==> src/rtl/trigger_pkg.sv <==
// Shared constants and types for the inter-board trigger sync transmitter.
package trigger_pkg;

  localparam int unsigned SYN = 0;
  localparam int unsigned TRG = 1;
  localparam int unsigned RSR = 2;
  localparam int unsigned RST = 3;
  localparam int unsigned CAL = 4;

  localparam int unsigned TRIG_W    = 5;
  localparam int unsigned FRAME_LEN = 8;
  localparam int unsigned IDX_W     = $clog2(FRAME_LEN);
  localparam int unsigned SH_W      = FRAME_LEN - 1;
  localparam int unsigned CNT_W     = 16;

  localparam logic START_BIT = 1'b1;
  localparam logic STOP_BIT  = 1'b0;

  typedef enum logic {
    IDLE = 1'b0,
    SEND = 1'b1
  } tx_state_e;

endpackage

==> src/rtl/trigger_fifo.sv <==
// Event queue for trigger vectors; push/pop only act on sync-enabled edges,
// and a push into a full queue is accepted when a pop happens on the same edge.
module trigger_fifo
  import trigger_pkg::*;
#(
  parameter int unsigned FIFO_DEPTH = 4
) (
  input  logic                         clk,
  input  logic                         reset,
  input  logic                         sync,
  input  logic                         push_i,
  input  logic                         pop_i,
  input  logic [TRIG_W-1:0]            wdata_i,
  output logic [TRIG_W-1:0]            rdata_o,
  output logic                         full_o,
  output logic                         empty_o,
  output logic [$clog2(FIFO_DEPTH):0]  level_o,
  output logic [$clog2(FIFO_DEPTH):0]  level_d_c
);

  localparam int unsigned AW = $clog2(FIFO_DEPTH);
  localparam int unsigned LW = AW + 1;

  logic [TRIG_W-1:0] mem_q [FIFO_DEPTH];
  logic [AW-1:0]     wr_q;
  logic [AW-1:0]     rd_q;
  logic [LW-1:0]     level_q;
  logic              push_ok_c;
  logic              pop_ok_c;

  assign full_o    = (level_q == LW'(FIFO_DEPTH));
  assign empty_o   = (level_q == '0);
  assign pop_ok_c  = sync && pop_i && !empty_o;
  assign push_ok_c = sync && push_i && (!full_o || pop_ok_c);
  assign level_d_c = level_q + LW'(push_ok_c) - LW'(pop_ok_c);
  assign rdata_o   = mem_q[rd_q];
  assign level_o   = level_q;

  always_ff @(posedge clk) begin
    if (reset) begin
      wr_q    <= '0;
      rd_q    <= '0;
      level_q <= '0;
    end else begin
      if (push_ok_c) wr_q <= wr_q + AW'(1);
      if (pop_ok_c)  rd_q <= rd_q + AW'(1);
      level_q <= level_d_c;
    end
  end

  // Storage needs no reset: pointers and level define validity.
  always_ff @(posedge clk) begin
    if (push_ok_c) mem_q[wr_q] <= wdata_i;
  end

endmodule

==> src/rtl/trigger_sync_tx.sv <==
// Serial transmitter for the trigger sync link: queues non-zero trigger vectors
// and sends each as an 8-bit frame (start, d0..d4, odd parity, stop).
module trigger_sync_tx
  import trigger_pkg::*;
#(
  parameter int unsigned FIFO_DEPTH = 4
) (
  input  logic                         clk,
  input  logic                         reset,
  input  logic                         sync,
  input  logic                         enable,
  input  logic [TRIG_W-1:0]            trig_in,
  output logic                         tx_out,
  output logic                         busy,
  output logic [$clog2(FIFO_DEPTH):0]  fifo_level,
  output logic                         overflow,
  input  logic                         clr_overflow,
  output logic [CNT_W-1:0]             frame_cnt
);

  localparam logic [IDX_W-1:0] LAST_IDX = IDX_W'(FRAME_LEN - 1);

  tx_state_e              state_q, state_d;
  logic [IDX_W-1:0]       idx_q, idx_d;
  logic [SH_W-1:0]        sh_q, sh_d;
  logic                   tx_q, tx_d;
  logic [CNT_W-1:0]       cnt_q, cnt_d;
  logic                   busy_q, busy_d;
  logic                   ovf_q;

  logic                   push_req_c;
  logic                   load_c;
  logic                   drop_c;
  logic                   full;
  logic                   empty;
  logic [TRIG_W-1:0]      head;
  logic [$clog2(FIFO_DEPTH):0] level_d;

  assign push_req_c = enable && (trig_in != '0);
  assign drop_c     = sync && push_req_c && full && !load_c;

  trigger_fifo #(
    .FIFO_DEPTH (FIFO_DEPTH)
  ) u_fifo (
    .clk       (clk),
    .reset     (reset),
    .sync      (sync),
    .push_i    (push_req_c),
    .pop_i     (load_c),
    .wdata_i   (trig_in),
    .rdata_o   (head),
    .full_o    (full),
    .empty_o   (empty),
    .level_o   (fifo_level),
    .level_d_c (level_d)
  );

  // Serializer: start bit is driven on the pop edge, remaining 7 bits shift out LSB first.
  always_comb begin
    state_d = state_q;
    idx_d   = idx_q;
    sh_d    = sh_q;
    tx_d    = tx_q;
    cnt_d   = cnt_q;
    load_c  = 1'b0;
    if (sync) begin
      case (state_q)
        IDLE: begin
          tx_d   = 1'b0;
          load_c = !empty;
        end
        SEND: begin
          if (idx_q != LAST_IDX) begin
            tx_d  = sh_q[0];
            sh_d  = {1'b0, sh_q[SH_W-1:1]};
            idx_d = idx_q + IDX_W'(1);
          end else if (!empty) begin
            load_c = 1'b1;
          end else begin
            state_d = IDLE;
            tx_d    = 1'b0;
          end
        end
      endcase
      if (load_c) begin
        state_d = SEND;
        idx_d   = '0;
        tx_d    = START_BIT;
        sh_d    = {STOP_BIT, ~^head, head};
        cnt_d   = cnt_q + CNT_W'(1);
      end
    end
    busy_d = (state_d == SEND) || (level_d != '0);
  end

  always_ff @(posedge clk) begin
    if (reset) begin
      state_q <= IDLE;
      idx_q   <= '0;
      sh_q    <= '0;
      tx_q    <= 1'b0;
      cnt_q   <= '0;
      busy_q  <= 1'b0;
      ovf_q   <= 1'b0;
    end else begin
      state_q <= state_d;
      idx_q   <= idx_d;
      sh_q    <= sh_d;
      tx_q    <= tx_d;
      cnt_q   <= cnt_d;
      busy_q  <= busy_d;
      // Clear acts on every edge, but a drop on the same edge wins.
      if (drop_c)            ovf_q <= 1'b1;
      else if (clr_overflow) ovf_q <= 1'b0;
    end
  end

  assign tx_out    = tx_q;
  assign busy      = busy_q;
  assign overflow  = ovf_q;
  assign frame_cnt = cnt_q;

endmodule

==> config.mk <==
export PLATFORM = sky130hd
export DESIGN_NAME = trigger_sync_tx
export DESIGN_NICKNAME = d
export VERILOG_FILES = /design/src/rtl/trigger_pkg.sv /design/src/rtl/trigger_fifo.sv /design/src/rtl/trigger_sync_tx.sv
export SDC_FILE = /design/constraint.sdc
export NUM_CORES = 1
export LEC_CHECK = 0
export ABC_AREA = 1
export CAP_MARGIN = 20
export CELL_PAD_IN_SITES_DETAIL_PLACEMENT = 1
export CELL_PAD_IN_SITES_GLOBAL_PLACEMENT = 2
export CORE_UTILIZATION = 32
export CTS_BUF_LIST = sky130_fd_sc_hd__clkbuf_4 sky130_fd_sc_hd__clkbuf_8
export DETAILED_ROUTE_END_ITERATION = 8
export PLACE_DENSITY_LB_ADDON = 0.1
export SYNTH_ARGS = -nofsm -noshare
export SYNTH_HDL_FRONTEND = slang
export SYNTH_SLANG_ARGS = --single-unit
==> constraint.sdc <==
create_clock -name clk -period 2.4 [get_ports clk]
set_clock_uncertainty 0.1 [all_clocks]
set_input_delay 0.48 -clock clk [delete_from_list [all_inputs] [get_ports clk]]
set_output_delay 0.48 -clock clk [all_outputs]
set_load 0.005 [all_outputs]
* Yosys cells after proc, flatten, opt, wreduce, memory -nomap -nowiden *
Memories as Yosys holds them, arrays and structs flattened. A register that Yosys moved wholly into a read port is not among the register bits.
Cells that the tools add are included.

storage, ports and cells
  RAM bits = 20
  output and inout bits = 22
  word-level logic and storage cells = 68
  bits in registers = 37
  bits in latches = 0
  input bits = 10
  bits in read-only memories = 0
  memories = 1

memories
  memory        depth  width  rd ports  clocked after memory_dff  wr ports  line                RTL
  u_fifo.mem_q  4      5      1         1                         1         trigger_fifo.sv:24  logic [TRIG_W-1:0] mem_q [FIFO_DEPTH];

cells by class
  shifts and indexed selects = 0
  equal/unequal tests = 3
  add/subtract/negate cells = 6
  div/mod/pow operators = 0
  magnitude comparators = 0
  bitwise logic cells = 1
  multiply operators = 0
  reductions and logical operators = 22
  muxes and demuxes = 25

operator list
  operator                                       count
  2-to-1 mux 7 bit                               3
  adder 16 x 1 -> 16 bit, second input constant  1
  2-to-1 mux 1 bit                               15
  2-to-1 mux 3 bit                               3
  logical AND 1 bit                              7
  nonzero test 2 bit                             3
  nonzero test 5 bit                             1
  XNOR reduction 5 bit                           1
  adder 2 x 1 -> 2 bit, second input constant    2
  2-to-1 mux 2 bit                               2
  != test 4 x 1 -> 1 bit, second input constant  1
  case mux 1 bit (2 select lines)                2
  AND reduction 2 bit                            2
  adder 3 x 1 -> 3 bit                           1
  adder 3 x 1 -> 3 bit, second input constant    1
  equality test 3 bit, second input constant     1
  zero test 1 bit                                3
  zero test 3 bit                                1
  != test 3 bit, second input constant           1
  AND reduction 3 bit                            1
  nonzero test 3 bit                             1
  subtractor 3 x 1 -> 3 bit                      1
  logical OR 1 bit                               2
  inverter 1 bit                                 1

* Longest topological paths before layout *
Gate-level depths: netlist (run 1).

  depth after elaboration = 14
  gate-level depth with buffers = 16

* Modules after synthesis *
Synthesis (run 1) repeated with hierarchy kept, for this count alone.

unflattened totals
  cell total of the unflattened synthesis = 349
  area, all modules = 2803.9 um2

by module, submodules not included
  module           cells an instance  area an instance (um2)  times used  seq. area each (um2)
  trigger_sync_tx  227                1542.7                  1           580.6
  trigger_fifo     122                1261.2                  1           780.7

* Worst setup path after synthesis (run 1) *
No wires, ideal clock.

  path type = register to register
  from = register idx_q[0]
  to = register busy_q (netlist: busy)
  stages on the path, launching flop included = 16
  setup slack = -0.189 ns
  period minus slack after synthesis = 2.589 ns
  arrival time = 2.372 ns
  cells stage by stage = dfxtp_1 -> ha_1 -> ha_1 -> nor2_4 -> inv_2 -> nand2_4 -> nor2_8 -> buf_6 -> ha_1 -> inv_1 -> ha_1 -> fa_1 -> inv_1 -> nor2_1 -> nor3_1 -> nand2_1

on the way
  cells in the longest elaborated chain, start to end = 13

ends and longest elaborated chain
  item                               line                    RTL
  start: declaration                 trigger_sync_tx.sv:24   logic [IDX_W-1:0] idx_q, idx_d;
  start signal: assignment           trigger_sync_tx.sv:107  idx_q <= idx_d;
  != test 3 bit *                    trigger_sync_tx.sv:73   if (idx_q != LAST_IDX) begin
  2-to-1 mux 1 bit *                 trigger_sync_tx.sv:73
  case mux 1 bit (2 select lines) *  trigger_sync_tx.sv:67   case (state_q)
  2-to-1 mux 1 bit * (2 in a row)    trigger_sync_tx.sv:66   if (sync) begin
  logical AND 1 bit * (2 in a row)   trigger_fifo.sv:33      assign pop_ok_c = sync && pop_i && !empty_o;
  via u_fifo.pop_ok_c                trigger_fifo.sv:29      logic pop_ok_c;
  logical OR 1 bit                   trigger_fifo.sv:34      assign push_ok_c = sync && push_i && (!full_o || pop_ok_c);
  logical AND 1 bit                  trigger_fifo.sv:34
  adder 3 x 1 -> 3 bit               trigger_fifo.sv:35      assign level_d_c = level_q + LW'(push_ok_c) - LW'(pop_ok_c);
  subtractor 3 x 1 -> 3 bit *        trigger_fifo.sv:35
  via level_d[1]                     trigger_sync_tx.sv:37   logic [$clog2(FIFO_DEPTH):0] level_d;
  nonzero test 3 bit *               trigger_sync_tx.sv:93   busy_d = (state_d == SEND) || (level_d != '0);
  logical OR 1 bit *                 trigger_sync_tx.sv:93
  end signal: assignment             trigger_sync_tx.sv:111  busy_q <= busy_d;
  end: declaration                   trigger_sync_tx.sv:28   logic busy_q, busy_d;

The timed path passes the listed nets; every way through them passes the cells marked *. The select of a mux whose other input is x is not followed.
A chain may end at the register's enable or synchronous reset.

* Final worst setup path (run 1) *
  from = register idx_q[0]
  to = register idx_q[1]

on the way
  cells in the longest elaborated chain, start to end = 6

ends and longest elaborated chain
  item                             line
  != test 3 bit                    trigger_sync_tx.sv:73
  2-to-1 mux 1 bit                 trigger_sync_tx.sv:73
  case mux 1 bit (2 select lines)  trigger_sync_tx.sv:67
  2-to-1 mux 1 bit                 trigger_sync_tx.sv:66
  nonzero test 2 bit (no line)     --
  AND reduction 3 bit (no line)    --

Parallel ways exist; a longest one is shown, timed or not. The select of a mux whose other input is x is not followed.

==> run_results.csv, run 1 <==
group,metric,value,unit
synth,yosys.area.top_type,"sky130_fd_sc_hd__dfxtp_1",
worst_setup_path,crit_path_end_kind,"flip-flop",
timing,finalHoldViolations,0,
routing,drt-initial-drc-count,28,
synth,synth_cells,329,
routing,detail_route.wl_per_cell,14.0,µm
synth,synth_cell_types,42,
layout,finish.instance_area,0.00377,mm²
synth,synth.ff_latch_count,58,
grt,grt_remaining_overflow,0,
power_and_ir_drop,powerDensity,981,mW/mm²
synth,register_area_share_after_synthesis,0.484,
synth,synth_area_leaders,"sky130_fd_sc_hd__dfxtp_1 (27%), sky130_fd_sc_hd__edfxtp_1 (21%), sky130_fd_sc_hd__nand2_1 (9.3%), sky130_fd_sc_hd__inv_1 (5.9%), sky130_fd_sc_hd__a21oi_1 (5.2%)",
clock_tree,cts-htree-levels,3,
grt,grt.total_usage,0.175,
layout,final_cell_mix,"sky130_fd_sc_hd__nand2_1 (70), sky130_fd_sc_hd__inv_1 (42), sky130_fd_sc_hd__dfxtp_1 (36), sky130_fd_sc_hd__buf_4 (32), sky130_fd_sc_hd__clkdlybuf4s50_1 (31)",
timing,timing.final.setup_violations,0,
routing,drtPass1Iterations,4,
worst_setup_path,crit_required,2.56,ns
grt,grt_max_degree,21,
place,dpl_cell_area,0.00339,mm²
routing,postRouteAntennaNets,0,
power_and_ir_drop,fin_total_pwr,3700,µW
routing,vias,2334,
place,gp_routability_congestion,0.747,
layout,fraction_of_layout_cells_with_a_size_suffix_above_1,0.221,
die,dieWidth,95.8,µm
worst_setup_path,setup.worst_path.start_class,"flip-flop",
synth,syn_nets,349,
synth,async_reset_ff_frac,0,
clock_tree,tritoncts,"yes",
clock_tree,count_of_clock_tree_sinks,58,
synth,synth_largest_type_area_fraction,0.270,
power_and_ir_drop,cell_internal_pwr,2480,µW
run_status,status,"completed",
die,num_ports,32,
routing,routed_via_density,4.63,
die,fp.dieArea,0.00917,mm²
layout,fillCellCount,979,
die,fp.coreArea,0.00834,mm²
timing,fin_tns_setup,0,ns
power_and_ir_drop,irDropWorstVdd,402,µV
timing,maximum_clock_rate,424,MHz
clock_tree,clock-root-buffer,"sky130_fd_sc_hd__clkbuf_8",
worst_setup_path,timing.critical_path.from,"idx_q[0]$_SDFFE_PP0P_",
layout,nets,414,
clock_tree,ctsLongestPathBuffers,2,
layout,mostFrequentLayoutCell,"sky130_fd_sc_hd__nand2_1",
timing,period_utilization_post_route,0.982,
timing,timing.final.max_slew_violations,0,
timing,fin_crit,2.36,ns
routing,wl,7.07,mm
layout,antenna_cells,0,
power_and_ir_drop,clock_power_share,0.326,
die,rows,33,
die,initial_utilization,0.337,
die,die_y_extent,95.8,µm
timing,transition_time_at_the_pin_with_the_least_slew_margin,0.324,ns
synth,syn_avg_cell_area,8.55,µm²
synth,synth_enable_flop_cells,20,
layout,syn2layout_area_growth,34.2,%
clock_tree,cts.clk_slew.worst_paths,0.07,ns
worst_setup_path,timing.setup.critical_path_class,"flip-flop to flip-flop",
worst_setup_path,launching_point_of_the_worst_reg2reg_path,"idx_q[0]$_SDFFE_PP0P_",
timing,timing.slew.headroom,0.784,
clock_tree,tritoncts.num_buffers,9,
grt,grt_pass1_wl,11.8,mm
synth,postSynth.topFlopCell,"sky130_fd_sc_hd__dfxtp_1",
worst_hold_path,hp-start,"sh_q[2]$_SDFFE_PP0P_",
timing,timing.hold.ws,0.368,ns
routing,drc,0,
synth,yosysWarnings,0,
place,placement.io_buffers,31,
synth,synthesis.area,0.00281,mm²
flow_run,max-cap-violations,0,
worst_setup_path,critical_path_arrival,2.52,ns
place,detailedPlace.worstSlack,-0.220,ns
power_and_ir_drop,power.switching_fraction,0.329,
timing,rsz0062_at_grt,"true",
power_and_ir_drop,combPwrFrac,0.338,
timing,fin_ws,0.0421,ns
grt,grt_antenna_before_repair,0,
worst_hold_path,hp-class,"flip-flop to flip-flop",
power_and_ir_drop,net-switching-power,1220,µW
power_and_ir_drop,leakage,0.00157,µW
grt,grt_pass1_vias,2385,
place,hpwlAfterDp,5.11,mm
worst_setup_path,critPathMaxFanout,2,
power_and_ir_drop,power_frac_seq,0.337,
clock_tree,clock_insertion_delay_worst_skew,0.34,ns
==> through the flow <==
stage,util,instances
6_report,0.453,504
5_1_grt,0.453,504
4_1_cts,0.448,503
3_5_place_dp,0.407,476
3_3_place_gp,0.407,476
2_1_floorplan,-,329
==> power groups by stage <==
stage / sequential, µW / combinational (µW) / clock, µW
finish: 1250 / 1250 / 1210
global route: 1270 / 1420 / 1280
CTS: 1250 / 1190 / 1230
detailed placement: 1270 / 1130 / 0
global placement: 1270 / 1110 / 0
floorplan: 1240 / 790 / 0
==> path summary, 6_finish.rpt <==
| path | end | slack, ns | cells after the start |
|---|---|---|---|
| worst max-delay path | idx_q[1]$_SDFFE_PP0P_ | 0.04 | 16 |
| worst max register to register | idx_q[1]$_SDFFE_PP0P_ | 0.04 | 16 |
| worst min register to register | sh_q[2]$_SDFFE_PP0P_ | 0.37 | 2 |
| worst min-delay path | sh_q[2]$_SDFFE_PP0P_ | 0.37 | 2 |
==> routing by layer <==
layer / part of all wire / wire length (µm) / vias up / GRT usage
met4: 0.016 / 111 / 0 / 0.0746
met2: 0.44 / 3120 / 33 / 0.262
met1: 0.51 / 3600 / 1091 / 0.246
li1: - / - / 1201 / -
met5: 0 / 0 / - / 0
met3: 0.033 / 235 / 9 / 0.0332
==> Yosys cell counts, types with 3 or more instances <==
cell type                  instances
sky130_fd_sc_hd__o21ai_1           3
sky130_fd_sc_hd__inv_2             5
sky130_fd_sc_hd__nand4_1           4
sky130_fd_sc_hd__nand2_2           3
sky130_fd_sc_hd__nor2_1           25
sky130_fd_sc_hd__ha_1              9
sky130_fd_sc_hd__o21ai_0          13
sky130_fd_sc_hd__nor3_1            5
sky130_fd_sc_hd__buf_2             3
sky130_fd_sc_hd__a21oi_1          29
sky130_fd_sc_hd__buf_6             3
sky130_fd_sc_hd__nand2_1          70
sky130_fd_sc_hd__edfxtp_1         20
sky130_fd_sc_hd__inv_1            44
sky130_fd_sc_hd__dfxtp_1          38
sky130_fd_sc_hd__nand3_1          21
==> state kept, by name, summed over array words and instances, names as in the netlist, named ones only <==
register        flops
busy                1
frame_cnt          16
idx_q               3
overflow            1
sh_q                6
state_q             1
tx_out              1
u_fifo.level_o      3
u_fifo.mem_q       20
u_fifo.rd_q         2
u_fifo.wr_q         2
==> final cells by class <==
type                    instances  area (µm²)  share of cell area
multi-input cells             212        1280               0.339
repair buffers                 63         551               0.146
clock buffers                  10         131              0.0348
clock inverters                 6         129              0.0341
flip-flops and latches         58        1360               0.361
inverters                      50         190              0.0504
well taps                     105         131              0.0348
==> critical path: stages (launching register included) <==
cell	delay, ns
sky130_fd_sc_hd__dfxtp_2	0.34
sky130_fd_sc_hd__ha_4	0.16
sky130_fd_sc_hd__ha_4	0.16
sky130_fd_sc_hd__nor2_4	0.09
sky130_fd_sc_hd__inv_2	0.06
sky130_fd_sc_hd__buf_4	0.13
sky130_fd_sc_hd__buf_4	0.12
sky130_fd_sc_hd__buf_4	0.12
sky130_fd_sc_hd__buf_4	0.12
sky130_fd_sc_hd__buf_4	0.12
sky130_fd_sc_hd__buf_4	0.12
sky130_fd_sc_hd__buf_4	0.12
sky130_fd_sc_hd__buf_4	0.13
sky130_fd_sc_hd__buf_4	0.14
sky130_fd_sc_hd__nor2_4	0.08
sky130_fd_sc_hd__nand2_1	0.05
sky130_fd_sc_hd__a21oi_1	0.12
==> cell families after synthesis <==
| logic type | share of synthesized area |
|---|---|
| adder cells (fa/ha/maj) | 0.0472 |
| XOR/XNOR | 0.00934 |
| AND/OR/NAND/NOR | 0.250 |
| flip-flops | 0.484 |
| AO/OA/AOI/OAI | 0.119 |
| buffers and inverters | 0.0907 |
==> timing repair <==
item	4_1_cts	5_1_grt
setup endpoints to repair	1	4
buffers inserted	11	1
resized for setup	0	10
hold buffers	0	0
pin swaps	8	5
hold endpoints to repair	0	0
(Power assumes the default switching activity.)
==> run 2, diff against run 1 <==
--- a/config.mk
+++ b/config.mk
@@ -6,7 +6,6 @@
 export NUM_CORES = 1
 export LEC_CHECK = 0
 export ABC_AREA = 1
-export CAP_MARGIN = 20
 export CELL_PAD_IN_SITES_DETAIL_PLACEMENT = 1
 export CELL_PAD_IN_SITES_GLOBAL_PLACEMENT = 2
 export CORE_UTILIZATION = 32
==> results of run 2 <==
The final DEF is identical to that of run 1; final timing and power are the same.
==> run 3, diff against run 2 <==
--- a/config.mk
+++ b/config.mk
@@ -8,10 +8,11 @@
 export ABC_AREA = 1
 export CELL_PAD_IN_SITES_DETAIL_PLACEMENT = 1
 export CELL_PAD_IN_SITES_GLOBAL_PLACEMENT = 2
-export CORE_UTILIZATION = 32
+export CORE_UTILIZATION = 34
 export CTS_BUF_LIST = sky130_fd_sc_hd__clkbuf_4 sky130_fd_sc_hd__clkbuf_8
 export DETAILED_ROUTE_END_ITERATION = 8
 export PLACE_DENSITY_LB_ADDON = 0.1
 export SYNTH_ARGS = -nofsm -noshare
 export SYNTH_HDL_FRONTEND = slang
+export SYNTH_HIERARCHICAL = 1
 export SYNTH_SLANG_ARGS = --single-unit
==> constraint.sdc (replaced) <==
create_clock -name clk -period 2.2 [get_ports clk]
set_clock_uncertainty 0.1 [all_clocks]
set_input_delay 0.44 -clock clk [delete_from_list [all_inputs] [get_ports clk]]
set_output_delay 0.44 -clock clk [all_outputs]
set_load 0.005 [all_outputs]
==> run_results.csv, run 3 <==
group,metric,value,unit
run_status,status,"finished with violations",
run_status,violated_checks,"setup timing",
place,detailedPlace.worstSlack,-0.612,ns
layout,final_cell_mix,"sky130_fd_sc_hd__nand2_1 (70), sky130_fd_sc_hd__inv_1 (44), sky130_fd_sc_hd__nor2_1 (41), sky130_fd_sc_hd__dfxtp_1 (33), sky130_fd_sc_hd__buf_4 (33)",
power_and_ir_drop,combPwrFrac,0.229,
die,num_ports,32,
synth,synth.ff_latch_count,58,
synth,synth_cells,349,
worst_setup_path,path_cells,"ha_4, ha_4, nor2_4, nor2_4, inv_1, nand3_2, nand3_2, nand2_1, ha_2, fa_2, nand3b_1, nand2_1, nor3_2, a21oi_1",
synth,synth_cell_types,31,
routing,detail_route.wl_per_cell,13.0,µm
place,placement.io_buffers,31,
worst_setup_path,timing.critical_path.max_delay_family,"adder cells",
routing,drt-initial-drc-count,64,
timing,timing.hold.ws,0.368,ns
clock_tree,cts.clk_slew.worst_paths,0.07,ns
routing,drc,0,
layout,nets,440,
timing,fin_ws,-0.0879,ns
synth,ys_top_cells_by_count,"sky130_fd_sc_hd__nand2_1 (73), sky130_fd_sc_hd__inv_1 (47), sky130_fd_sc_hd__nor2_1 (42), sky130_fd_sc_hd__dfxtp_1 (38), sky130_fd_sc_hd__a21oi_1 (27)",
routing,vias,2456,
flow_run,max-cap-violations,0,
synth,yosysWarnings,6,
worst_setup_path,critPathMaxFanout,3,
die,fp.coreArea,0.00785,mm²
synth,register_area_share_after_synthesis,0.485,
synth,postSynth.topFlopCell,"sky130_fd_sc_hd__dfxtp_1",
power_and_ir_drop,irDropWorstVdd,392,µV
timing,rsz0062_at_grt,"true",
layout,final_cell_count_no_fill,528,
grt,grt_max_degree,23,
synth,synth_enable_flop_cells,20,
timing,period_utilization_post_route,1.04,
layout,syn2layout_area_growth,33.2,%
clock_tree,tritoncts,"yes",
timing,timing.final.max_slew_violations,0,
timing,fin_crit,2.29,ns
worst_setup_path,timing.setup.critical_path_class,"flip-flop to flip-flop",
routing,postRouteAntennaNets,0,
worst_setup_path,timing.critical_path.slowest_cell_delay,0.36,ns
place,hpwlAfterDp,5.11,mm
timing,timing.slew.headroom,0.603,
synth,synthesis.area,0.00280,mm²
worst_setup_path,crit_path_end_kind,"flip-flop",
grt,grt_remaining_overflow,0,
layout,fillCellCount,964,
layout,largest_register_ff_count,20,
layout,antenna_cells,0,
clock_tree,ctsLongestPathBuffers,2,
power_and_ir_drop,power_frac_seq,0.446,
place,dpl_cell_area,0.00347,mm²
power_and_ir_drop,net-switching-power,851,µW
worst_setup_path,critical_path_arrival,2.45,ns
timing,maximum_clock_rate,437,MHz
clock_tree,cts-htree-levels,3,
worst_setup_path,crit_path_top_delay_cell,"sky130_fd_sc_hd__dfxtp_4",
die,die_y_extent,92.8,µm
worst_setup_path,path_buf_inv,1,
worst_setup_path,setup.worst_path.start_class,"flip-flop",
layout,finish.instance_area,0.00373,mm²
die,fp.dieArea,0.00861,mm²
clock_tree,post_cts_hold_buffer_count,0,
synth,syn_nets,368,
clock_tree,clock-root-buffer,"sky130_fd_sc_hd__clkbuf_8",
timing,timing.final.setup_violations,1,
routing,wl,6.84,mm
die,initial_utilization,0.357,
layout,multi_input_comb_area,0.00130,mm²
power_and_ir_drop,leakage,0.00148,µW
routing,drtPass1Iterations,4,
layout,regMostFlops,"u_fifo/mem_q",
grt,grt_pass1_vias,2517,
layout,area_of_all_sequential_standard_cells,0.00137,mm²
timing,transition_time_at_the_pin_with_the_least_slew_margin,0.593,ns
layout,fraction_of_layout_cells_with_a_size_suffix_above_1,0.221,
place,gp_routability_congestion,0.733,
power_and_ir_drop,clock_power_share,0.325,
worst_hold_path,hp-class,"flip-flop to flip-flop",
die,rows,32,
power_and_ir_drop,powerDensity,726,mW/mm²
synth,synth_largest_type_area_fraction,0.271,
grt,grt_pass1_wl,11.7,mm
die,dieWidth,92.8,µm
place,post-place-cells,504,
power_and_ir_drop,power.switching_fraction,0.314,
layout,mostFrequentLayoutCell,"sky130_fd_sc_hd__nand2_1",
clock_tree,clock_insertion_delay_worst_skew,0.33,ns
synth,syn_avg_cell_area,8.03,µm²
clock_tree,count_of_clock_tree_sinks,58,
synth,synth.most_common_cell,"sky130_fd_sc_hd__nand2_1",
power_and_ir_drop,cell_internal_pwr,1860,µW
synth,synth_area_leaders,"sky130_fd_sc_hd__dfxtp_1 (27%), sky130_fd_sc_hd__edfxtp_1 (21%), sky130_fd_sc_hd__nand2_1 (9.8%), sky130_fd_sc_hd__inv_1 (6.3%), sky130_fd_sc_hd__nor2_1 (5.6%)",
worst_setup_path,crit_required,2.37,ns
clock_tree,tritoncts.num_buffers,9,
routing,routed_via_density,4.65,
synth,yosys.area.top_type,"sky130_fd_sc_hd__dfxtp_1",
grt,grt.total_usage,0.177,
synth,async_reset_ff_frac,0,
timing,finalHoldViolations,0,
grt,grt_antenna_before_repair,0,
run 3: cell types whose count changed after synthesis, sizes merged, moves of 2 or more:
cell,change
nor2,+21
nand2,+9
buf,-6
o21ai,+6
o22ai,+5
a21oi,-3
clkinv,+3
nand3,-3
a221oi,-2
nand4,-2
nor3,+2
o211ai,-2
o21a,-2
run 3: tightest hold or removal path: cells and delay by family, from the launching register on:
family | cells | cell delay (ns)
DFF | 1 | 0.31
and+or+nand+nor | 1 | 0.06
AOI/OAI and AO/OA | 1 | 0.06
run 3: power groups by stage:
stage / registers (µW) / logic [µW] / clock network, µW
after CTS: 1210 / 630 / 918
after detailed placement: 1230 / 598 / 0
final: 1210 / 622 / 882
after global placement: 1230 / 583 / 0
after floorplan: 1230 / 337 / 0
after global routing: 1220 / 699 / 967
run 3: final timing paths:
| path | from | slack, ns | endpoint | cells after the start |
|---|---|---|---|---|
| max | idx_q[0]$_SDFFE_PP0P_ | -0.09 | busy$_SDFF_PP0_ | 14 |
| min | sh_q[2]$_SDFFE_PP0P_ | 0.37 | sh_q[2]$_SDFFE_PP0P_ | 2 |
| max reg2reg | idx_q[0]$_SDFFE_PP0P_ | -0.09 | busy$_SDFF_PP0_ | 14 |
| min reg2reg | sh_q[2]$_SDFFE_PP0P_ | 0.37 | sh_q[2]$_SDFFE_PP0P_ | 2 |
run 3: timing repair:
action                                  in CTS  in global routing
pin swaps                                   14                 10
setup buffers                                6                  2
gates resized for setup                     13                  2
endpoints found under the setup margin       3                  3
run 3: logic make-up (layout without fill, tap and decap cells):
group | Yosys count | count (layout) | share of synthesized area
and+or+nand+nor | 169 | 169 | 0.289
DFF | 58 | 58 | 0.485
AOI/OAI and AO/OA | 57 | 57 | 0.105
buffers and inverters | 55 | 132 | 0.0745
adders and majority gates | 9 | 9 | 0.0428
xor gates and xnor gates | 1 | 1 | 0.00312
run 3: per-layer routing:
layer	track usage	wire length (µm)	vias to the layer above
met5	0	0	-
met4	0.0808	110	0
met3	0.0304	155	9
met2	0.287	3230	30
met1	0.228	3350	1143
li1	-	-	1274
run 3: stage by stage:
| step | power, µW | util | TNS, ns |
|---|---|---|---|
| after floorplan | 1570 | - | -0.0246 |
| after global placement | 1820 | 0.442 | -6.97 |
| after detailed placement | 1830 | 0.442 | -7.84 |
| after CTS | 2760 | 0.473 | -0.0871 |
| after global routing | 2880 | 0.476 | -0.263 |
| final | 2710 | 0.476 | -0.0879 |
run 3: area by class of cell:
cell class / instances / share of cell area
Timing Repair Buffer: 64 / 0.148
Inverter: 52 / 0.0536
Clock inverter: 7 / 0.0147
Sequential cell: 58 / 0.368
Multi-Input combinational cell: 236 / 0.349
Tap cell: 102 / 0.0342
Clock buffer: 9 / 0.0332
